$ cat src/rtl/peridot_csr_spi_slave.sv
// Avalon-MM CSR SPI slave: oversampled SCLK/SS_n/MOSI, one TX holding byte, one RX byte.
// Optional sticky overrun flag built when PERIDOT_SPIS_OVERRUN_EN is defined.
`timescale 1ns/1ps
module peridot_csr_spi_slave #(
    parameter int unsigned DEFAULT_REG_BITRVS    = 0,
    parameter int unsigned DEFAULT_REG_MODE      = 0,
    parameter logic [7:0]  DEFAULT_UNDERRUN_DATA = 8'hFF
) (
    input  logic        csi_clk,
    input  logic        rsi_reset_n,
    input  logic        avs_address,
    input  logic        avs_read,
    output logic [31:0] avs_readdata,
    input  logic        avs_write,
    input  logic [31:0] avs_writedata,
    output logic        ins_irq,
    input  logic        spi_ss_n,
    input  logic        spi_sclk,
    input  logic        spi_mosi,
    output logic        spi_miso,
    output logic        spi_miso_oe
);

    typedef enum logic [0:0] {StIdle, StActive} state_e;

    function automatic logic [7:0] rev8(input logic [7:0] v);
        logic [7:0] r;
        for (int i = 0; i < 8; i++) r[i] = v[7-i];
        return r;
    endfunction

    // [0] metastable stage, [1] synchronised, [2] delayed copy for edge detection
    logic [2:0] ss_q, sclk_q;
    logic [1:0] mosi_q;

    state_e     state_q, state_d;
    logic [2:0] bitcount_q, bitcount_d;
    logic [7:0] rxshift_q, rxshift_d;
    logic [7:0] txshift_q, txshift_d;
    logic [7:0] rxdata_q, rxdata_d;
    logic [7:0] holding_q, holding_d;
    logic       rxready_q, rxready_d;
    logic       txempty_q, txempty_d;
    logic       irqena_q, irqena_d;
    logic       bitrvs_q, bitrvs_d;
    logic [1:0] mode_q, mode_d;
    logic       miso_q;

    logic selected, sclk_rise, sclk_fall, sample_edge, shift_edge;
    logic wr0, wr1, load, complete, overrun;

    assign selected    = ~ss_q[1];
    assign sclk_rise   = sclk_q[1] & ~sclk_q[2];
    assign sclk_fall   = ~sclk_q[1] & sclk_q[2];
    assign sample_edge = (mode_q[1] == mode_q[0]) ? sclk_rise : sclk_fall;
    assign shift_edge  = (mode_q[1] == mode_q[0]) ? sclk_fall : sclk_rise;
    assign wr0         = avs_write & ~avs_address;
    assign wr1         = avs_write & avs_address;

    always_ff @(posedge csi_clk) begin
        if (!rsi_reset_n) begin
            ss_q       <= 3'b111;
            sclk_q     <= 3'b000;
            mosi_q     <= 2'b00;
            state_q    <= StIdle;
            bitcount_q <= 3'd0;
            rxshift_q  <= 8'h00;
            txshift_q  <= 8'hFF;
            rxdata_q   <= 8'h00;
            holding_q  <= 8'h00;
            rxready_q  <= 1'b0;
            txempty_q  <= 1'b1;
            irqena_q   <= 1'b0;
            bitrvs_q   <= DEFAULT_REG_BITRVS[0];
            mode_q     <= DEFAULT_REG_MODE[1:0];
            miso_q     <= 1'b1;
        end else begin
            ss_q       <= {ss_q[1:0], spi_ss_n};
            sclk_q     <= {sclk_q[1:0], spi_sclk};
            mosi_q     <= {mosi_q[0], spi_mosi};
            state_q    <= state_d;
            bitcount_q <= bitcount_d;
            rxshift_q  <= rxshift_d;
            txshift_q  <= txshift_d;
            rxdata_q   <= rxdata_d;
            holding_q  <= holding_d;
            rxready_q  <= rxready_d;
            txempty_q  <= txempty_d;
            irqena_q   <= irqena_d;
            bitrvs_q   <= bitrvs_d;
            mode_q     <= mode_d;
            miso_q     <= txshift_q[7];
        end
    end

    always_comb begin
        state_d    = state_q;
        bitcount_d = bitcount_q;
        rxshift_d  = rxshift_q;
        txshift_d  = txshift_q;
        rxdata_d   = rxdata_q;
        holding_d  = holding_q;
        rxready_d  = rxready_q;
        txempty_d  = txempty_q;
        irqena_d   = irqena_q;
        bitrvs_d   = bitrvs_q;
        mode_d     = mode_q;
        load       = 1'b0;
        complete   = 1'b0;

        case (state_q)
            StIdle: begin
                if (selected) begin
                    state_d    = StActive;
                    bitcount_d = 3'd0;
                    load       = ~mode_q[0];
                end
            end
            StActive: begin
                if (!selected) begin
                    state_d    = StIdle;
                    bitcount_d = 3'd0;
                end else if (sample_edge) begin
                    rxshift_d  = {rxshift_q[6:0], mosi_q[1]};
                    bitcount_d = bitcount_q + 3'd1;
                    complete   = (bitcount_q == 3'd7);
                end else if (shift_edge) begin
                    if (bitcount_q == 3'd0) load = 1'b1;
                    else txshift_d = {txshift_q[6:0], 1'b1};
                end
            end
            default: state_d = StIdle;
        endcase

        if (load) begin
            txshift_d = txempty_q ? DEFAULT_UNDERRUN_DATA : holding_q;
            txempty_d = 1'b1;
        end
        if (complete) rxdata_d = {rxshift_q[6:0], mosi_q[1]};

        // Host write is evaluated after the load so a same-cycle refill leaves txempty=0
        if (wr0) begin
            irqena_d = avs_writedata[15];
            if (avs_writedata[9]) rxready_d = 1'b0;
            if (avs_writedata[8]) begin
                holding_d = bitrvs_q ? rev8(avs_writedata[7:0]) : avs_writedata[7:0];
                txempty_d = 1'b0;
            end
        end
        if (complete) rxready_d = 1'b1;

        if (wr1 && !selected) begin
            bitrvs_d = avs_writedata[15];
            mode_d   = avs_writedata[13:12];
        end
    end

`ifdef PERIDOT_SPIS_OVERRUN_EN
    logic overrun_q, overrun_d;

    always_ff @(posedge csi_clk) begin
        if (!rsi_reset_n) overrun_q <= 1'b0;
        else overrun_q <= overrun_d;
    end

    always_comb begin
        overrun_d = overrun_q;
        if (wr0 && avs_writedata[10]) overrun_d = 1'b0;
        if (complete && rxready_q) overrun_d = 1'b1;
    end

    assign overrun = overrun_q;
`else
    assign overrun = 1'b0;
`endif

    always_comb begin
        avs_readdata = 32'h0;
        if (!avs_address) begin
            avs_readdata[15]  = irqena_q;
            avs_readdata[11]  = selected;
            avs_readdata[10]  = overrun;
            avs_readdata[9]   = rxready_q;
            avs_readdata[8]   = txempty_q;
            avs_readdata[7:0] = bitrvs_q ? rev8(rxdata_q) : rxdata_q;
        end else begin
            avs_readdata[15]    = bitrvs_q;
            avs_readdata[13:12] = mode_q;
        end
    end

    assign ins_irq     = irqena_q & (rxready_q | overrun);
    assign spi_miso    = miso_q;
    assign spi_miso_oe = selected;

    logic unused_bits;
    assign unused_bits = ^{avs_read, avs_writedata[31:16], avs_writedata[14],
                           avs_writedata[11], avs_writedata[10]};

endmodule

$ cat config.mk
export PLATFORM = sky130hd
export DESIGN_NAME = peridot_csr_spi_slave
export DESIGN_NICKNAME = d
export VERILOG_FILES = /design/src/rtl/peridot_csr_spi_slave.sv
export SDC_FILE = /design/constraint.sdc
export NUM_CORES = 1
export LEC_CHECK = 0
export ABC_AREA = 1
export CAP_MARGIN = 20
export CORE_MARGIN = 2
export CORE_UTILIZATION = 46
export DETAILED_ROUTE_END_ITERATION = 10
export PLACE_DENSITY_LB_ADDON = 0.12
export SLEW_MARGIN = 0
export SYNTH_ARGS = -nofsm -noshare
export SYNTH_HDL_FRONTEND = slang
export SYNTH_SLANG_ARGS = --single-unit
$ cat constraint.sdc
create_clock -name csi_clk -period 1.85 [get_ports csi_clk]
set_input_delay 0.185 -clock csi_clk [delete_from_list [all_inputs] [get_ports csi_clk]]
set_output_delay 0.185 -clock csi_clk [all_outputs]
set_load 0.02 [all_outputs]
### Word-level counts from Yosys, hierarchy flattened

Cells that the tools add are included.

| operators by class | value |
|---|---|
| reductions and logical operators | 11 |
| add/subtract/negate cells | 1 |
| equal/unequal tests | 7 |
| mux-type cells | 34 |
| bitwise operators | 11 |

Operator list:

| operator | number |
|---|---|
| $mux W8 | 9 |
| $mux W1 | 18 |
| $mux W12 | 1 |
| $mux W3 | 3 |
| $reduce_bool A2 Y1 | 4 |
| $not A1 Y1 | 6 |
| $pmux W3 S2 | 1 |
| $reduce_and A2 Y1 | 3 |
| $and A1 B1 Y1 | 5 |
| $reduce_and A5 Y1 | 1 |
| $ne A2 B1 Y1 const B | 2 |
| $ne A2 B2 Y1 const B | 2 |
| $add A3 B1 Y3 const B | 1 |
| $eq A3 B3 Y1 const B | 1 |
| $logic_not A3 Y1 | 1 |
| $ne A3 B2 Y1 const B | 1 |
| $reduce_and A3 Y1 | 1 |
| $mux W2 | 1 |
| $pmux W1 S2 | 1 |
| $eq A1 B1 Y1 | 1 |
| $logic_and A1 B1 Y1 | 1 |

| storage, ports and cells | value |
|---|---|
| register bits | 49 |
| input port bits | 40 |
| word-level logic and storage cells | 79 |

### Longest topological paths before layout

| depth | value |
|---|---|
| depth after elaboration | 10 |
| gate-level depth with buffers | 12 |
| depth with buffers taken out | 12 |

### Least setup slack after synthesis

No wires, ideal clock.

| timing | value |
|---|---|
| path kind | reg-to-output |
| from | register bitrvs_q |
| to | output avs_readdata[15] |
| arrival | 1237 ps |
| buffers on the path | 1 |
| setup slack | 428 ps |
| cell stages (with the launch flop) | 4 |
| required time | 1665 ps |
| cell sequence | dfxtp_1 -> clkbuf_1 -> clkinv_1 -> o21ai_0 |

| on the way | value |
|---|---|
| longest elaborated chain between the ends | 1 |

RTL lines:

| what | RTL line | RTL |
|---|---|---|
| from (decl) | 45 | `logic bitrvs_q, bitrvs_d;` |
| from (signal assigned) | 74 | `bitrvs_q <= DEFAULT_REG_BITRVS[0];` |
| from (signal assigned) | 90 | `bitrvs_q <= bitrvs_d;` |
| $mux W1 | 179 | `if (!avs_address) begin` |
| to (decl) | 13 | `output logic [31:0] avs_readdata,` |

Every way passes these cells.

### Worst setup path after layout

| timing | value |
|---|---|
| from | input avs_address |
| to | output avs_readdata[9] |

| on the way | value |
|---|---|
| longest elaborated chain between the ends | 1 |

RTL lines:

| what | RTL line | RTL |
|---|---|---|
| from (decl) | 11 | `input logic avs_address,` |
| $mux W12 | 179 |  |

Every way passes these cells.

==> metrics.md <==
| Metric | Value |
|---|---|
| Status | finished clean |
| Syn Area/Cell | 7.09 sq um |
| Post-DRT Antenna Nets | 0 |
| Final Max Tran Viols | 0 |
| Clock skew | 0.00639 ns |
| Hold Path End | mosi_q[0] |
| Worst VDD drop | 0.423 mV |
| RSZ-0062 raised after global routing | false |
| # IOs | 75 |
| Util after Layout | 0.579 |
| # clock sinks | 49 |
| Worst R2R Start | mode_q[0] |
| DP Wirelength | 3670 um |
| Reg2Reg Capture Point | rxdata_q[4] |
| Largest net degree at the start of global routing | 30 |
| Clock slew at reported path FFs | 0.09 ns |
| Filler cells | 495 |
| R2r setup slk | 0.32 ns |
| Critical path arrival | 1.58 ns |
| Pwr/cell area | 786 mW/mm^2 |
| Die Ht | 75.9 um |
| Antenna violations before repair | 0 |
| NetSw | 0.556 mW |
| Startpoint types | input port |
| Worst-skew pair later-pin latency | 0.30 ns |
| Synth top area cells | dfxtp_1 41%, nand2_1 12%, a21oi_1 7.2%, inv_1 6.6%, nand3_1 6.1% |
| Via count | 2,146 |
| Routability cong. | 0.824 |
| Fin nets | 420 |
| Initial DRT Pass Iterations | 4 |
| Switch share | 0.242 |
| Final Critical Period | 1.76 ns |
| Avg WL per Cell | 11.0 um |
| Synthesized cell area | 0.00237 sq mm |
| Area growth, synth to finish | 22.9% |
| CP Cell Sequence | clkdlybuf4s50_1 > buf_4 > nor2_1 > clkdlybuf4s50_1 |
| Top cell type by total area after synthesis | dfxtp_1 |
| Reg power frac | 0.477 |
| Critical path origin | avs_address |
| Antenna fix cells | 0 |
| CTS tree | built |
| H-Tree Level Count | 2 |
| #FFs+latches synth | 49 |
| Register Area | 981 sq um |
| Worst Hold Launch | spi_mosi |
| Fmax achieved | 568 MHz |
| Instance count of the mapped netlist | 335 |
| Yosys warning total | 0 |
| Most frequent cells in the layout | 77 x nand2_1, 49 x dfxtp_1, 41 x inv_1, 34 x a21oi_1 |
| Hold Path Class | input port to register |
| Clk pwr share | 0.396 |
| Core area | 0.00504 sq mm |
| Cell Rows | 26 |
| Fin. Hold Viols | 0 |
| P_leak | 1.36 nW |
| Layout cell share with drive strength beyond 1 | 0.0952 |
| R2R cell count | 7 |
| Critical path class | input port to output pin |
| Critical Path Max Stage Delay | 0.62 ns |
| CP required | 1.66 ns |
| Pint | 1.74 mW |
| Synth cell types | 24 |
| CTS max path bufs | 2 |
| Die area | 0.00575 sq mm |
| DR DRC count | 0 |
| Total of max-cap violations | 0 |
| Final period util | 0.952 |
| Die width | 75.9 um |
| Initial drt markers | 118 |
| CTS buffer count | 5 |
| Slowest-stage cell, CP | clkdlybuf4s50_1 |
| Final setup vio count | 0 |
| Number of buffers added on ports | 36 |
| Hold path cells | 3 |
| Final hold slack | 0.405 ns |
| CP max FO | 6 |
| Most common cell after layout, fill and taps aside | nand2_1 |
| Grt ovf | 0 |
| Vias per inst | 4.79 |
| Sequential share of the synthesized area | 0.413 |
| GR Util All Layers | 0.181 |
| Setup_tns | 0 ns |
| Multi-input gate area | 0.00109 sq mm |
| First-pass GRT wire length | 8070 um |
| Clock Tree Root | clkbuf_8 |
| Most used cell, CP | clkdlybuf4s50_1 |
| Comb pwr share | 0.128 |
| Top cell type's share of synthesized area | 0.413 |
| WL final | 4930 um |
| Vias in the first global route | 1,804 |
| Worst setup EP type | output pin |
| Starting Density | 0.471 |
-- critical path, delay by kind of cell --
kind / cells / cell delay, ns
buffers and inverters: 3 / 1.26
and+or+nand+nor: 1 / 0.13
-- layout make-up --
type | instances | area share
Inverter | 45 | 0.0587
Clock buffer | 5 | 0.0236
Clock inverter | 3 | 0.0236
Tap cell | 70 | 0.0300
Multi-Input combinational cell | 227 | 0.375
Sequential cell | 49 | 0.336
Timing Repair Buffer | 49 | 0.153
-- routing by layer --
| layer | share of wire | GRT usage | wire length (um) |
|---|---|---|---|
| met1 | 0.50 | 0.261 | 2460 |
| met2 | 0.45 | 0.283 | 2220 |
| met4 | 0.0077 | 0.0409 | 38 |
| met5 | 0 | 0 | 0 |
| met3 | 0.041 | 0.0291 | 203 |
-- registers in the layout (all words and copies together), names as in the netlist --
name and count:
bitrvs_q 1, bitcount_q 3, txshift_q 8, rxshift_q 7, rxdata_q 8, sclk_q 3, mosi_q 2, txempty_q 1
ss_q 2, irqena_q 1, holding_q 8, spi_miso 1, rxready_q 1, mode_q 2, state_q 1
-- per-stage QoR --
stage / instance area, sq um / total power, mW / setup slack, ns / std cells
after floorplan: 2440 / 1.33 / 0.428 / 352
after global placement: 2790 / 1.41 / -0.126 / 440
after detailed placement: 2790 / 1.42 / -0.149 / 440
after CTS: 2920 / 2.32 / 0.0778 / 448
after global routing: 2920 / 2.40 / 0.0349 / 448
final: 2920 / 2.29 / 0.0889 / 448
-- Yosys cell counts (all sizes together) --
master,instances
nand2,82
dfxtp,49
inv,44
a21oi,34
nand3,32
o21ai,29
buf,22
nor2,15
clkbuf,9
a211oi,8
ha,3
or2,3
clkinv,1
conb,1
nand4,1
o21a,1
o21bai,1
-- power by group through the flow --
stage / Sequential [mW] / Combinational, mW / Clock [mW]
3_3_place_gp: 1.12 / 0.296 / 0
3_5_place_dp: 1.12 / 0.299 / 0
2_1_floorplan: 1.11 / 0.213 / 0
6_report: 1.09 / 0.293 / 0.908
5_1_grt: 1.10 / 0.330 / 0.968
4_1_cts: 1.09 / 0.294 / 0.931
-- how the worst max path moves through the flow --
stage	to	slack [ns]	depth (start not counted)
2_1_floorplan	avs_readdata[15]	0.43	3
3_3_place_gp	avs_readdata[6]	-0.13	5
3_5_place_dp	avs_readdata[7]	-0.15	5
4_1_cts	avs_readdata[9]	0.08	4
5_1_grt	avs_readdata[6]	0.03	4
6_report	avs_readdata[9]	0.09	4
-- kinds of logic (layout without fill, tap and decap cells) --
logic type	Yosys count	in the layout	share of synthesized area
flops	49	49	0.413
buf+inv	76	102	0.153
simple gates	133	133	0.252
other cells	1	18	0.00158
compound gates	73	73	0.164
fa+ha+maj	3	3	0.0158
-- timing repair --
action                                  CTS  global route
setup buffers                             0             0
endpoints found under the setup margin    9             0
resized for setup                        10             0
hold buffers                              0             0
Power figures use the tool's default switching activity.
